`src/rtl/pin_entry.sv`:
```
// Keypad PIN collector: assembles DIGITS BCD key codes into a packed word and
// presents it to the gate controller with a valid/ack handshake.
module pin_entry #(
  parameter int unsigned DIGITS  = 4,
  parameter int unsigned TIMEOUT = 255,
  parameter int unsigned TW      = 8
) (
  input  logic                  clk,
  input  logic                  rst,
  input  logic                  key_valid,
  input  logic [3:0]            key_code,
  output logic                  key_ready,
  output logic [4*DIGITS-1:0]   pass,
  output logic                  pass_valid,
  input  logic                  pass_ack,
  input  logic                  lock_alarm,
  output logic [2:0]            digit_cnt,
  output logic                  entry_err,
  output logic                  timeout_err
);

  localparam int unsigned PW = 4 * DIGITS;
  localparam logic [3:0] K_CLEAR = 4'hA;
  localparam logic [3:0] K_BKSP  = 4'hB;
  localparam logic [3:0] K_ENTER = 4'hC;

  typedef enum logic [1:0] {
    S_IDLE    = 2'd0,
    S_COLLECT = 2'd1,
    S_PRESENT = 2'd2,
    S_LOCKED  = 2'd3
  } state_t;

  state_t          state_q, state_d;
  logic [PW-1:0]   buf_q, buf_d;
  logic [PW-1:0]   pass_q, pass_d;
  logic [2:0]      cnt_q, cnt_d;
  logic [TW-1:0]   timer_q, timer_d;
  logic            pass_valid_q, pass_valid_d;
  logic            entry_err_q, entry_err_d;
  logic            timeout_err_q, timeout_err_d;
  logic            key_ready_q, key_ready_d;

  logic            accept;
  logic            is_digit;
  logic [PW-1:0]   buf_shift;

  assign accept    = key_valid && key_ready_q;
  assign is_digit  = (key_code <= 4'h9);
  assign buf_shift = {buf_q[PW-5:0], key_code};

  // Next-state and next-output decode; lock alarm overrides all key activity.
  always_comb begin
    state_d       = state_q;
    buf_d         = buf_q;
    pass_d        = pass_q;
    cnt_d         = cnt_q;
    timer_d       = timer_q;
    pass_valid_d  = pass_valid_q;
    entry_err_d   = 1'b0;
    timeout_err_d = 1'b0;

    if (lock_alarm) begin
      state_d      = S_LOCKED;
      pass_valid_d = 1'b0;
      buf_d        = '0;
      cnt_d        = '0;
      timer_d      = '0;
    end else begin
      case (state_q)
        S_IDLE: begin
          timer_d = '0;
          if (accept) begin
            if (is_digit) begin
              buf_d   = buf_shift;
              cnt_d   = 3'd1;
              state_d = S_COLLECT;
            end else if (key_code == K_ENTER) begin
              entry_err_d = 1'b1;
            end
          end
        end

        S_COLLECT: begin
          if (accept) begin
            timer_d = '0;
            if (is_digit) begin
              // A full buffer silently swallows extra digits.
              if (cnt_q < 3'(DIGITS)) begin
                buf_d = buf_shift;
                cnt_d = cnt_q + 3'd1;
              end
            end else if (key_code == K_BKSP) begin
              buf_d = buf_q >> 4;
              cnt_d = cnt_q - 3'd1;
              if (cnt_q == 3'd1) begin
                state_d = S_IDLE;
              end
            end else if (key_code == K_CLEAR) begin
              buf_d   = '0;
              cnt_d   = '0;
              state_d = S_IDLE;
            end else if (key_code == K_ENTER) begin
              if (cnt_q == 3'(DIGITS)) begin
                pass_d       = buf_q;
                pass_valid_d = 1'b1;
                state_d      = S_PRESENT;
              end else begin
                entry_err_d = 1'b1;
                buf_d       = '0;
                cnt_d       = '0;
                state_d     = S_IDLE;
              end
            end
          end else if (timer_q == TW'(TIMEOUT)) begin
            timeout_err_d = 1'b1;
            buf_d         = '0;
            cnt_d         = '0;
            timer_d       = '0;
            state_d       = S_IDLE;
          end else begin
            timer_d = timer_q + TW'(1);
          end
        end

        S_PRESENT: begin
          if (pass_ack && pass_valid_q) begin
            pass_valid_d = 1'b0;
            buf_d        = '0;
            cnt_d        = '0;
            state_d      = S_IDLE;
          end
        end

        S_LOCKED: begin
          state_d = S_IDLE;
        end

        default: begin
          state_d = S_IDLE;
        end
      endcase
    end

    key_ready_d = (state_d == S_IDLE) || (state_d == S_COLLECT);
  end

  always_ff @(posedge clk) begin
    if (rst) begin
      state_q       <= S_IDLE;
      buf_q         <= '0;
      pass_q        <= '0;
      cnt_q         <= '0;
      timer_q       <= '0;
      pass_valid_q  <= 1'b0;
      entry_err_q   <= 1'b0;
      timeout_err_q <= 1'b0;
      key_ready_q   <= 1'b1;
    end else begin
      state_q       <= state_d;
      buf_q         <= buf_d;
      pass_q        <= pass_d;
      cnt_q         <= cnt_d;
      timer_q       <= timer_d;
      pass_valid_q  <= pass_valid_d;
      entry_err_q   <= entry_err_d;
      timeout_err_q <= timeout_err_d;
      key_ready_q   <= key_ready_d;
    end
  end

  assign key_ready   = key_ready_q;
  assign pass        = pass_q;
  assign pass_valid  = pass_valid_q;
  assign digit_cnt   = cnt_q;
  assign entry_err   = entry_err_q;
  assign timeout_err = timeout_err_q;

endmodule

```
`config.mk`:
```
export PLATFORM = sky130hd
export DESIGN_NAME = pin_entry
export DESIGN_NICKNAME = d
export VERILOG_FILES = /design/src/rtl/pin_entry.sv
export SDC_FILE = /design/constraint.sdc
export NUM_CORES = 1
export LEC_CHECK = 0
export ABC_AREA = 0
export BUFFER_PORTS_ARGS = -buffer_cell sky130_fd_sc_hd__buf_4
export CORE_MARGIN = 2
export CORE_UTILIZATION = 30
export DETAILED_ROUTE_END_ITERATION = 12
export GPL_ROUTABILITY_DRIVEN = 0
export GPL_TIMING_DRIVEN = 0
export PLACE_DENSITY = 0.53
export SYNTH_ARGS = -nofsm -noshare
export SYNTH_HDL_FRONTEND = slang
export SYNTH_SLANG_ARGS = --single-unit
```
`constraint.sdc`:
```
create_clock -name clk -period 2.85 [get_ports clk]
set_input_delay 0.285 -clock clk [delete_from_list [all_inputs] [get_ports clk]]
set_output_delay 0.285 -clock clk [all_outputs]
set_load 0.05 [all_outputs]
```
==> out/metrics.cfg, run 1 <==
[outcome]
outcome=finished, final reports clean

[floorplanning]
start_util_pct=31.28
fp.coreArea_um2=7848
die_w_um=94.46
die-area_um2=8923
io-pin-count=32
placement_rows=32
die_height_um=94.46

[yosys]
synth_cell_type_count=46
yosys.area.top_type=sky130_fd_sc_hd__dfxtp_1
synth_largest_type_area_fraction_pct=39.96
synth_top_flop_cell=sky130_fd_sc_hd__dfxtp_1
synth_async_sr_flop_share_pct=0
yosys_register_bits=49
yosys-top-cells-area=sky130_fd_sc_hd__dfxtp_1, sky130_fd_sc_hd__mux2i_1, sky130_fd_sc_hd__nor2_1
synthesis.area_um2=2455
fraction_of_the_yosys_area_taken_by_sequential_cells_pct=39.96
yosys_warnings=0
syn-instance-count=273
number_of_enable_flip_flop_cells_after_synthesis=0
avgSynthCellArea_um2=8.992
syn_nets=291

[grt]
globalRouteMet2Util_pct=23.87
largest_net_degree_at_the_start_of_global_routing=17
grt_overflow_total=0
number_of_antenna_violations_at_the_first_check_in_global_routing=0
grt_use_met1_pct=19.17
gr-usage-all-layers_pct=14.38
grt.busiest_layer=met2
met3_usage_pct=2.394
number_of_global_route_vias_before_repair=2050
grt_pass1_wl_um=10010

[placement]
dpl.cell_count=405
place_area_um2=2808
post-dp-hpwl_um=4310
placement.io_buffers=30

[route]
dr.pass1.iters=4
detail_route.iter0.violations=64
routed_via_density=5.133
routed_wirelength_um=5971
drt.antenna.violating_nets=0
vias=2120
drc=0
routedWlPerCell_um=14.46

[clock_network]
clockBufferDepth=2
cts.repair_timing.setup_buffer_count=0
cts_made_buffers=5
clock_tree.root_cell=sky130_fd_sc_hd__clkbuf_8
cts_repair_resize_count=0
post_cts_hold_buffer_count=0
clock_sink_count=49
clk_transition_reported_paths_ns=0.10
cts_tree=yes
worst_skew_pair.late_latency_ns=0.31
ctsHtreeMaxLevel=2

[sta]
setup_viol=0
final_hold_viol_count=0
timing.max_slew.rel_slack_pct=56.75
setup_tns_ns=0
achievable-frequency_mhz=436.3
min_period_ns=2.292
final-max-slew-violation-count=0
rsz0062_at_grt=no
max_slew.worst_pin.slew_ns=0.6487
finalCritPeriodShare_pct=80.42
worst_hold_slack_ns=0.3172
clock_skew_ns=0.009697

[power]
power.leakage_uw=0.001071
power.density_nw_per_um2=518.9
max-vdd-ir-drop_mv=0.1971
share_comb_of_total_power_pct=18.0
seqPwrFrac_pct=47.7
power.switching_uw=449.0
p_sw_share_pct=29.63
cell_internal_pwr_uw=1066
clockPowerShare_pct=34.3

[cells_and_area]
layoutNonFillerInstCount=413
fraction_of_final_layout_cells_sized_beyond_drive_strength_1_pct=20.90
layout.nets=328
final_cell_area_um2=2920
layout.cells.most_common=sky130_fd_sc_hd__dfxtp_1
num_antenna_cells=0
layout.cells.most_common_list=sky130_fd_sc_hd__dfxtp_1, sky130_fd_sc_hd__nor2_1, sky130_fd_sc_hd__buf_4, sky130_fd_sc_hd__mux2i_1, sky130_fd_sc_hd__a21oi_1
syn2layout_area_growth_pct=18.96

[setup_path]
critPathCaptureType=register
timing.reg2reg.worst_path_depth=9
worst-path-max-fanout=10
critPathLaunchType=register
worstSetupPathType=reg2reg
worst-endpoint-required_ns=3.02
timing.critical_path.arrival_ns=2.46

[flow_run]
maxCapViolations=0

[hold_path]
hold_class=in2reg
hold_path_depth=3

-- metrics by stage --
step	setup slack (ns)	power, uW	util, %
finish	0.5580	1515	37.21
global route	0.4362	1589	37.21
CTS	0.5952	1531	37.21
detailed placement	0.6066	1010	35.78
global placement	0.6180	1009	35.78
floorplan	0.5985	937.5	-
-- worst paths after layout --
| check | end | start | slack (ns) |
|---|---|---|---|
| worst max-delay path | buf_q[10] | state_q[1] | 0.56 |
| worst min-delay path | state_q[0] | key_valid | 0.32 |
| worst max register to register | buf_q[10] | state_q[1] | 0.56 |
| worst min register to register | buf_q[14] | buf_q[14] | 0.49 |
-- synth_stat cells (2+ instances only) --
cell type	n
sky130_fd_sc_hd__a211oi_1	2
sky130_fd_sc_hd__a21boi_0	2
sky130_fd_sc_hd__a21oi_1	16
sky130_fd_sc_hd__a221oi_1	9
sky130_fd_sc_hd__a221oi_2	3
sky130_fd_sc_hd__a31oi_1	2
sky130_fd_sc_hd__and2_1	2
sky130_fd_sc_hd__and3_1	5
sky130_fd_sc_hd__and4_1	2
sky130_fd_sc_hd__buf_4	4
sky130_fd_sc_hd__buf_6	4
sky130_fd_sc_hd__clkbuf_1	9
sky130_fd_sc_hd__dfxtp_1	49
sky130_fd_sc_hd__ha_1	9
sky130_fd_sc_hd__inv_1	5
sky130_fd_sc_hd__mux2i_1	17
sky130_fd_sc_hd__nand2_1	13
sky130_fd_sc_hd__nand3_1	13
sky130_fd_sc_hd__nand4_1	3
sky130_fd_sc_hd__nor2_1	45
sky130_fd_sc_hd__nor2b_1	2
sky130_fd_sc_hd__nor3_1	8
sky130_fd_sc_hd__nor3_2	7
sky130_fd_sc_hd__nor4_1	2
sky130_fd_sc_hd__o211ai_1	2
sky130_fd_sc_hd__o21a_1	3
sky130_fd_sc_hd__o21ai_0	11
sky130_fd_sc_hd__o22ai_1	4
sky130_fd_sc_hd__o31ai_1	2
sky130_fd_sc_hd__xnor2_1	2
-- worst max-delay path, cell delays in order (launching register included) --
cell and delay, ns:
sky130_fd_sc_hd__dfxtp_1 0.39, sky130_fd_sc_hd__inv_1 0.09, sky130_fd_sc_hd__ha_1 0.17, sky130_fd_sc_hd__buf_2 0.16, sky130_fd_sc_hd__and3_1 0.21, sky130_fd_sc_hd__a311oi_2 0.27, sky130_fd_sc_hd__nand4_2 0.32, sky130_fd_sc_hd__buf_6 0.27
sky130_fd_sc_hd__a221oi_2 0.20, sky130_fd_sc_hd__nor3_2 0.06
-- state kept, by name (all words and copies together), names as in the netlist --
name	flops
pass	16
entry_err	1
buf_q	16
timer_q	8
pass_valid	1
key_ready	1
digit_cnt	3
timeout_err	1
state_q	2
-- power by group through the flow --
stage	combinational, uW	sequential, uW	clock, uW
floorplan	197	741	0
global route	302	727	561
global placement	270	739	0
finish	273	723	519
CTS	272	723	535
detailed placement	271	740	0
-- metal layers --
metal,up-vias,share of wire (%)
met5,-,0
met4,0,1.1
met3,7,3.6
met2,42,47
met1,1001,49
li1,1070,-
-- logic make-up (layout without fill, tap and decap cells) --
group                      count (synthesis)  in the layout  share of synthesized area, %
and+or+nand+nor                          110            110                         23.96
AOI/OAI and AO/OA                         63             63                         18.45
DFF                                       49             49                         39.96
buffers and inverters                     23             61                         5.402
muxes                                     17             17                         6.932
adders and majority gates                  9              9                         4.587
xor gates and xnor gates                   2              2                        0.7137
-- cell type report --
type                            instances  area (um2)
Buffer                                 18       113.9
Clock buffer                            5       68.82
Clock inverter                          3       43.79
Fill cell                             828        4927
Inverter                                5       18.77
Multi-Input combinational cell        201        1341
Sequential cell                        49       980.9
Tap cell                              102       127.6
Timing Repair Buffer                   30       225.2
No activity file was read; power rests on OpenSTA's default activity.
==> run 2, diff against run 1 <==
clock period = 2.4 ns   (was 2.85 ns; I/O delays follow)
==> out/metrics.cfg, run 2 (same netlist as run 1, synthesis figures left out) <==
[grt]
largest_net_degree_at_the_start_of_global_routing=17  ; unchanged
grt_pass1_wl_um=10010  ; unchanged
number_of_global_route_vias_before_repair=2050  ; unchanged
grt_overflow_total=0  ; unchanged
gr-usage-all-layers_pct=14.38  ; unchanged
number_of_antenna_violations_at_the_first_check_in_global_routing=0  ; unchanged

[clock_network]
cts_tree=yes
worst_skew_pair.late_latency_ns=0.31  ; about the same
clock_sink_count=49  ; unchanged
cts_made_buffers=5  ; unchanged
cts.repair_timing.setup_buffer_count=0  ; unchanged
ctsHtreeMaxLevel=2  ; unchanged
clock_tree.root_cell=sky130_fd_sc_hd__clkbuf_8
post_cts_hold_buffer_count=0  ; unchanged
clockBufferDepth=2  ; unchanged
clk_transition_reported_paths_ns=0.10  ; about the same

[route]
drt.antenna.violating_nets=0  ; unchanged
routed_via_density=5.107  ; -0.52%
routedWlPerCell_um=14.44  ; -0.12%
detail_route.iter0.violations=66  ; +3.1%
vias=2109  ; -0.52%
dr.pass1.iters=4  ; unchanged
routed_wirelength_um=5964  ; -0.12%
drc=0  ; unchanged

[cells_and_area]
syn2layout_area_growth_pct=19.32
fraction_of_final_layout_cells_sized_beyond_drive_strength_1_pct=20.90  ; unchanged
layout.cells.most_common_list=sky130_fd_sc_hd__dfxtp_1, sky130_fd_sc_hd__nor2_1, sky130_fd_sc_hd__buf_4, sky130_fd_sc_hd__mux2i_1, sky130_fd_sc_hd__a21oi_1
num_antenna_cells=0  ; unchanged
final_cell_area_um2=2929  ; +0.30%
layoutNonFillerInstCount=413  ; unchanged
layout.nets=328  ; unchanged
layout.cells.most_common=sky130_fd_sc_hd__dfxtp_1

[outcome]
outcome=finished, final reports clean

[setup_path]
critPathCaptureType=register
crit_chain=inv_1 > ha_1 > buf_2 > nand3_1 > o21ai_0 > clkbuf_1 > a221oi_1 > nor3_2
timing.critical_path.slowest_cell_delay_ns=0.48  ; +0.09 ns
worst-endpoint-required_ns=2.64  ; -0.38 ns
critPathLaunchType=register
worst-path-max-fanout=10  ; unchanged
worst_path_max_delay_cell=sky130_fd_sc_hd__clkbuf_1
worstSetupPathType=reg2reg
timing.critical_path.arrival_ns=2.49  ; +0.03 ns

[sta]
finalCritPeriodShare_pct=93.70  ; +13 points
timing.max_slew.rel_slack_pct=56.52  ; -0.23 points
setup_viol=0  ; unchanged
achievable-frequency_mhz=444.7  ; +1.9%
max_slew.worst_pin.slew_ns=0.6522  ; +0.003476 ns
setup_tns_ns=0  ; unchanged
clock_skew_ns=0.009546  ; -0.0001506 ns
final-max-slew-violation-count=0  ; unchanged
rsz0062_at_grt=no
final_hold_viol_count=0  ; unchanged
min_period_ns=2.249  ; -0.04317 ns

[flow_run]
maxCapViolations=0  ; unchanged

[placement]
place_area_um2=2808  ; unchanged
post-dp-hpwl_um=4310  ; unchanged
placement.io_buffers=30  ; unchanged
dpl.cell_count=405  ; unchanged

[hold_path]
hold_class=in2reg

[floorplanning]
die_w_um=94.46  ; unchanged
die_height_um=94.46  ; unchanged
placement_rows=32  ; unchanged
die-area_um2=8923  ; unchanged
io-pin-count=32  ; unchanged
fp.coreArea_um2=7848  ; unchanged
start_util_pct=31.28  ; unchanged

[power]
power.leakage_uw=0.001073  ; +0.17%
power.density_nw_per_um2=616.9  ; +19%
max-vdd-ir-drop_mv=0.2343  ; +19%

## run 2: per-layer routing
metal	vias to the layer above	wire length (um)	global-route usage, %
li1	1068	-	-
met1	980	2768	19.17
met2	54	2763	23.87
met3	7	360	2.394
met4	0	71	4.348
met5	-	0	0
## run 2: worst paths after layout
| path | slack, ns | endpoint | start | cells past startpoint |
|---|---|---|---|---|
| min reg2reg | 0.49 | buf_q[14] | buf_q[14] | 2 |
| min | 0.27 | state_q[0] | key_valid | 3 |
| max | 0.15 | buf_q[6] | state_q[1] | 8 |
| max reg2reg | 0.15 | buf_q[6] | state_q[1] | 8 |
## run 2: final cells by class
class / count / area [um2]
multi-input combinational: 201 / 1350
clock buffer: 5 / 68.82
buffer: 18 / 113.9
timing repair buffer: 30 / 225.2
sequential: 49 / 980.9
tap: 102 / 127.6
clock inverter: 3 / 43.79
fill: 827 / 4918
inverter: 5 / 18.77
## run 2: worst max-delay path, delay by kind of cell, from the launching register on
family                     cells  cell delay [ns]
AOI/OAI and AO/OA              2             0.65
buffers and inverters          3             0.75
DFF                            1             0.35
adders and majority gates      1             0.14
and+or+nand+nor                2             0.30
## run 2: metrics by stage
stage          hold WS [ns]  utilization (%)  power [uW]  worst slack [ns]
6_report             0.2674            37.32        1807            0.1512
2_1_floorplan        0.4117                -        1113            0.1485
3_5_place_dp         0.4788            35.78        1200            0.1566
3_3_place_gp         0.4753            35.78        1198            0.1680
4_1_cts              0.2704            37.21        1818            0.1452
5_1_grt              0.2826            37.32        1891           0.02252
## run 2: timing repair
item	in CTS	in global routing
setup endpoints to repair	0	2
gates resized for setup	0	1
hold endpoints to repair	0	0
## run 2: power by group
group	switching [uW]	leakage, uW	internal, uW
registers	24.8	0.000397	834
clock network	307	0.0000585	313
logic	207	0.000618	121
